$ cat src/rtl/pep_bsk_slot_tracker.sv
// rtl/pep_bsk_slot_tracker.sv - BSK cache slot tracker gating PBS batch starts on slot availability
module pep_bsk_slot_tracker #(
    parameter int SLOT_NB        = 4,
    parameter int PE_NB          = 2,
    parameter int IN_PIPE_DEPTH  = 2,
    parameter int OUT_PIPE_DEPTH = 1
) (
    input  logic                        clk,
    input  logic                        a_rst_n,
    input  logic                        inc_wr_ptr_in,
    input  logic                        req_vld,
    output logic                        req_rdy,
    input  logic [$clog2(PE_NB)-1:0]    req_pe_id,
    input  logic                        batch_done,
    input  logic                        flush,
    output logic                        flush_done,
    output logic [PE_NB-1:0]            batch_start_1h,
    output logic                        inc_rd_ptr,
    output logic [$clog2(SLOT_NB):0]    fill_cnt,
    output logic [1:0]                  error
);

    localparam int PW = $clog2(SLOT_NB) + 1;
    localparam int IW = $clog2(PE_NB);

    typedef enum logic [1:0] {
        ST_IDLE,
        ST_DRAIN,
        ST_CLR,
        ST_WAIT
    } state_t;

    state_t state;
    state_t state_nxt;

    logic          flush_active;
    logic          st_clr;
    logic          wr_evt;

    logic [PW-1:0] wr_ptr;
    logic [PW-1:0] start_ptr;
    logic [PW-1:0] rd_ptr;
    logic [PW-1:0] wr_ptr_nxt;
    logic [PW-1:0] start_ptr_nxt;
    logic [PW-1:0] rd_ptr_nxt;
    logic [PW-1:0] filled;

    logic          wr_ok;
    logic          wr_ovf;
    logic          accept;
    logic          done_ok;
    logic          done_unf;
    logic [PE_NB-1:0] start_1h;
    logic [PE_NB:0]   out_stage_in;
    logic [PE_NB:0]   out_pipe [OUT_PIPE_DEPTH];

    // Flush sequencing: stop new starts, drain started batches, clear, then wait for flush release.
    always_ff @(posedge clk or negedge a_rst_n) begin
        if (!a_rst_n) begin
            state <= ST_IDLE;
        end else begin
            state <= state_nxt;
        end
    end

    always_comb begin
        state_nxt    = state;
        flush_active = 1'b1;
        flush_done   = 1'b0;
        case (state)
            ST_IDLE: begin
                flush_active = 1'b0;
                if (flush) begin
                    state_nxt = ST_DRAIN;
                end
            end
            ST_DRAIN: begin
                if (rd_ptr == start_ptr) begin
                    state_nxt = ST_CLR;
                end
            end
            ST_CLR: begin
                flush_done = 1'b1;
                state_nxt  = ST_WAIT;
            end
            ST_WAIT: begin
                if (!flush) begin
                    state_nxt = ST_IDLE;
                end
            end
            default: begin
                state_nxt = ST_IDLE;
            end
        endcase
    end

    assign st_clr = (state == ST_CLR);

    generate
        if (IN_PIPE_DEPTH == 0) begin : g_in_direct
            assign wr_evt = inc_wr_ptr_in;
        end else begin : g_in_pipe
            logic [IN_PIPE_DEPTH-1:0] in_pipe;

            always_ff @(posedge clk or negedge a_rst_n) begin
                if (!a_rst_n) begin
                    in_pipe <= '0;
                end else if (st_clr) begin
                    in_pipe <= '0;
                end else begin
                    in_pipe[0] <= inc_wr_ptr_in;
                    for (int i = 1; i < IN_PIPE_DEPTH; i++) begin
                        in_pipe[i] <= in_pipe[i-1];
                    end
                end
            end

            assign wr_evt = in_pipe[IN_PIPE_DEPTH-1];
        end
    endgenerate

    // All eligibility decisions look at the pre-update pointers only.
    assign filled   = wr_ptr - rd_ptr;
    assign req_rdy  = (wr_ptr != start_ptr) & ~flush_active;
    assign accept   = req_vld & req_rdy;
    assign wr_ovf   = wr_evt & ~st_clr & (filled == PW'(SLOT_NB));
    assign wr_ok    = wr_evt & ~st_clr & (filled != PW'(SLOT_NB));
    assign done_unf = batch_done & ~st_clr & (rd_ptr == start_ptr);
    assign done_ok  = batch_done & ~st_clr & (rd_ptr != start_ptr);

    assign wr_ptr_nxt    = wr_ptr + PW'(wr_ok);
    assign start_ptr_nxt = start_ptr + PW'(accept);
    assign rd_ptr_nxt    = rd_ptr + PW'(done_ok);

    always_ff @(posedge clk or negedge a_rst_n) begin
        if (!a_rst_n) begin
            wr_ptr    <= '0;
            start_ptr <= '0;
            rd_ptr    <= '0;
            fill_cnt  <= '0;
            error     <= '0;
        end else if (st_clr) begin
            wr_ptr    <= '0;
            start_ptr <= '0;
            rd_ptr    <= '0;
            fill_cnt  <= '0;
            error     <= '0;
        end else begin
            wr_ptr    <= wr_ptr_nxt;
            start_ptr <= start_ptr_nxt;
            rd_ptr    <= rd_ptr_nxt;
            fill_cnt  <= wr_ptr_nxt - rd_ptr_nxt;
            error     <= error | {done_unf, wr_ovf};
        end
    end

    // An out-of-range destination matches no bit, so the start pulse is all-zero.
    always_comb begin
        start_1h = '0;
        for (int i = 0; i < PE_NB; i++) begin
            start_1h[i] = accept & (req_pe_id == IW'(i));
        end
    end

    assign out_stage_in = {done_ok, start_1h};

    always_ff @(posedge clk or negedge a_rst_n) begin
        if (!a_rst_n) begin
            for (int i = 0; i < OUT_PIPE_DEPTH; i++) begin
                out_pipe[i] <= '0;
            end
        end else begin
            out_pipe[0] <= out_stage_in;
            for (int i = 1; i < OUT_PIPE_DEPTH; i++) begin
                out_pipe[i] <= out_pipe[i-1];
            end
        end
    end

    assign inc_rd_ptr     = out_pipe[OUT_PIPE_DEPTH-1][PE_NB];
    assign batch_start_1h = out_pipe[OUT_PIPE_DEPTH-1][PE_NB-1:0];

endmodule

$ cat config.mk
export PLATFORM = sky130hd
export DESIGN_NAME = pep_bsk_slot_tracker
export DESIGN_NICKNAME = d
export VERILOG_FILES = /design/src/rtl/pep_bsk_slot_tracker.sv
export SDC_FILE = /design/constraint.sdc
export NUM_CORES = 1
export LEC_CHECK = 0
export BUFFER_PORTS_ARGS = -buffer_cell sky130_fd_sc_hd__buf_2
export CORE_MARGIN = 2
export CORE_UTILIZATION = 50
export DETAILED_ROUTE_END_ITERATION = 7
export GPL_TIMING_DRIVEN = 0
export PLACE_DENSITY = 0.72
export SLEW_MARGIN = 20
export SYNTH_ARGS = -nofsm -noshare
export SYNTH_HDL_FRONTEND = slang
export SYNTH_SLANG_ARGS = --single-unit
$ cat constraint.sdc
create_clock -name clk -period 6.9 [get_ports clk]
set_input_delay 1.38 -clock clk [delete_from_list [all_inputs] [get_ports clk]]
set_output_delay 1.38 -clock clk [all_outputs]
set_load 0.02 [all_outputs]
==> results_dict.tcl <==
set metrics [dict create \
    swShare_pct 41.7 \
    cap_violations 0 \
    post_cts_buffers 0 \
    track_usage_pct 15.9 \
    drtIter0Drc 2 \
    max_clock_freq_mhz 365 \
    grt_pass1_wl_microns 2930 \
    final.min_clock_period_ps 2740 \
    syn_area_per_cell_sq_um 11.7 \
    finClkSkew_ps 2.13 \
    slew_violations 0 \
    async_reset_ff_share_pct 100 \
    p_switching_mw 0.217 \
    tightestPinTransition_ps 473 \
    tns_ps 0 \
    critPathCapture "req_rdy" \
    p_total_mw 0.519 \
    fin_crit_sh_pct 39.8 \
    wl_per_cell_microns 12.0 \
    fin_util_pct 60.8 \
    r2r-end "fill_cnt[2]" \
    rows 16 \
    viasPerCell 4.75 \
    dp_hpwl_microns 1270 \
    core-area_sq_um 2000 \
    p_seq_share_pct 37.0 \
    netlist_area_sq_um 1080 \
    n_antenna_cell 0 \
    crit_path_max_incr_delay_ps 450 \
    final_antenna_net_count 0 \
    antenna_found_initial 0 \
    hold_buffers 0 \
    hp-class "flip-flop to flip-flop" \
    fp.dieW_microns 50.4 \
    p_int_mw 0.303 \
    synth_cells 92 \
    htreeDepth 1 \
    grt_max_degree 22 \
    setup_viol 0 \
    final_cells 139 \
    slew_headroom_pct 68.4 \
    yosysSeqAreaShare_pct 48.8 \
    overflow 0 \
    grt_pass1_vias 693 \
    critPathKind "flip-flop to primary output" \
    port_buffers 16 \
    syn2layout_area_growth_pct 13.0 \
    r2r_start "state[0]" \
    timing.final.ws_setup_ps 4160 \
    power.leakage_nw 0.667 \
    start_util_pct 53.8 \
    yosys_warnings 0 \
    ys.flop_type "dfrtp_1" \
    worstPathRequired_ps 5520 \
    ios 17 \
    ctsLongestPathBuffers 2 \
    drcViolationCount 0 \
    first_pass_iters 3 \
    placed_cells 135 \
    slowest_stage "dfrtp_1" \
    startpoint "start_ptr[2]" \
    synth_cell_types 23 \
    peakVddDrop_mv 0.213 \
    reg2regPathDepth 9 \
    vias 660 \
    path_clk_slew_ps 120 \
    status "finished clean" \
    numCtsBuffers 3 \
    clkSinkCount 21 \
    power_density_nw_per_um2 426 \
    grt_setup_unrepaired "false" \
    clk_latency_ps 310 \
    synth_edf_count 0 \
    crit_fanout 3 \
    die_area_sq_um 2540 \
    critPathArrivalTime_ps 1360 \
    power_frac_clock_pct 11.8 \
    cts_tree "done" \
    cts_resized 0 \
    worst_setup_path_end_kind "primary output" \
    layout-drive-gt1-share_pct 20.5 \
    pwr-share-comb_pct 51.3 \
    die_h_microns 50.4 \
    syn_nets 114 \
    wirelength_microns 1670 \
    r2r_setup_slack_ps 4330 \
    place_congestion 0.786 \
    final_hold_viol_count 0 \
    crit_chain "xnor2_1 -> nand3_1 -> and2_1 -> buf_2" \
    post-place-ws_ps 3860 \
    ys_ff_latch 21 \
    setup.worst_path.start_class "flip-flop" \
    cts_root_buffer "clkbuf_4" \
    nNetsFinal 135 \
]
[sequential cells by signal (all words and copies together), names as in the netlist]
signal / count
start_ptr: 3
g_in_pipe.in_pipe: 2
out_pipe: 3
error: 2
fill_cnt: 3
rd_ptr: 3
state: 2
wr_ptr: 3
[per-layer routing]
layer / part of all wire (%) / routed length (microns) / up-vias / GRT usage (%)
met5: 0 / 0 / - / 0
met4: 1.3 / 21 / 0 / 9.01
met3: 4.7 / 79 / 2 / 3.57
met2: 47 / 784 / 17 / 25.9
met1: 47 / 788 / 308 / 19.5
li1: - / - / 333 / -
[kinds of logic (layout without fill, tap and decap cells)]
logic type,Yosys count,count (layout),share of synthesized area (%)
and+or+nand+nor,27,27,13.1
adders and majority gates,15,15,18.1
xor gates and xnor gates,13,13,10.6
muxes,3,3,3.25
buffers and inverters,9,29,3.25
AOI/OAI and AO/OA,4,4,2.90
DFF,21,21,48.8
[cell usage in the layout (no fill, tap or decap), drive strengths merged]
cell / netlist / layout
dfrtp: 21 / 21
buf: 1 / 17
ha: 14 / 14
nor2: 11 / 11
xnor2: 9 / 9
nor2b: 8 / 8
inv: 7 / 7
clkbuf: 1 / 5
xor2: 4 / 4
and2: 2 / 2
mux2i: 2 / 2
nand3: 2 / 2
nor3: 1 / 1
nor3b: 1 / 1
a311oi: 1 / 1
a41oi: 1 / 1
and3: 1 / 1
a21oi: 1 / 1
nand2: 1 / 1
o21ai: 1 / 1
mux2: 1 / 1
fa: 1 / 1
[through the flow]
stage                     hold slack (ps)  area, sq um
after global placement                446         1190
final                                 484         1220
after floorplan                       439         1080
after CTS                             490         1220
after detailed placement              457         1190
after global routing                  533         1220
[worst min path at each step]
| stage | depth (start not counted) | start | slack [ps] | end |
|---|---|---|---|---|
| after floorplan | 1 | g_in_pipe.in_pipe[0] | 440 | g_in_pipe.in_pipe[1] |
| after global placement | 1 | g_in_pipe.in_pipe[0] | 450 | g_in_pipe.in_pipe[1] |
| after detailed placement | 1 | g_in_pipe.in_pipe[0] | 460 | g_in_pipe.in_pipe[1] |
| after CTS | 1 | g_in_pipe.in_pipe[0] | 490 | g_in_pipe.in_pipe[1] |
| after global routing | 1 | g_in_pipe.in_pipe[0] | 530 | g_in_pipe.in_pipe[1] |
| final | 1 | g_in_pipe.in_pipe[0] | 480 | g_in_pipe.in_pipe[1] |
[worst max-delay path: cells and delay by family (launching register included)]
| family | cells | cell delay, ps |
|---|---|---|
| AND/OR/NAND/NOR | 2 | 270 |
| XOR/XNOR | 1 | 190 |
| flip-flops | 1 | 450 |
| buffers and inverters | 1 | 150 |
[Yosys cell counts, types with 2 or more instances]
cell,number,area [sq um]
mux2i_1,2,20.0
and2_1,2,12.5
inv_1,7,26.3
xor2_1,4,35.0
xnor2_1,9,78.8
nor2_1,11,41.3
nor2b_1,8,50.1
dfrtp_1,21,526
ha_1,14,175
[power by group through the flow]
stage / logic, mW / registers, mW / clock network (mW)
3_3_place_gp: 0.262 / 0.194 / 0
2_1_floorplan: 0.185 / 0.212 / 0
3_5_place_dp: 0.272 / 0.195 / 0
5_1_grt: 0.306 / 0.198 / 0.0677
4_1_cts: 0.272 / 0.193 / 0.0626
6_report: 0.266 / 0.192 / 0.0611
[layout make-up]
cell class | count | area (sq um)
Buffer | 2 | 8.76
Clock buffer | 4 | 26.3
Fill cell | 179 | 785
Inverter | 7 | 26.3
Multi-Input combinational cell | 62 | 517
Sequential cell | 21 | 526
Tap cell | 27 | 33.8
Timing Repair Buffer | 16 | 80.1
(Power assumes the default switching activity.)
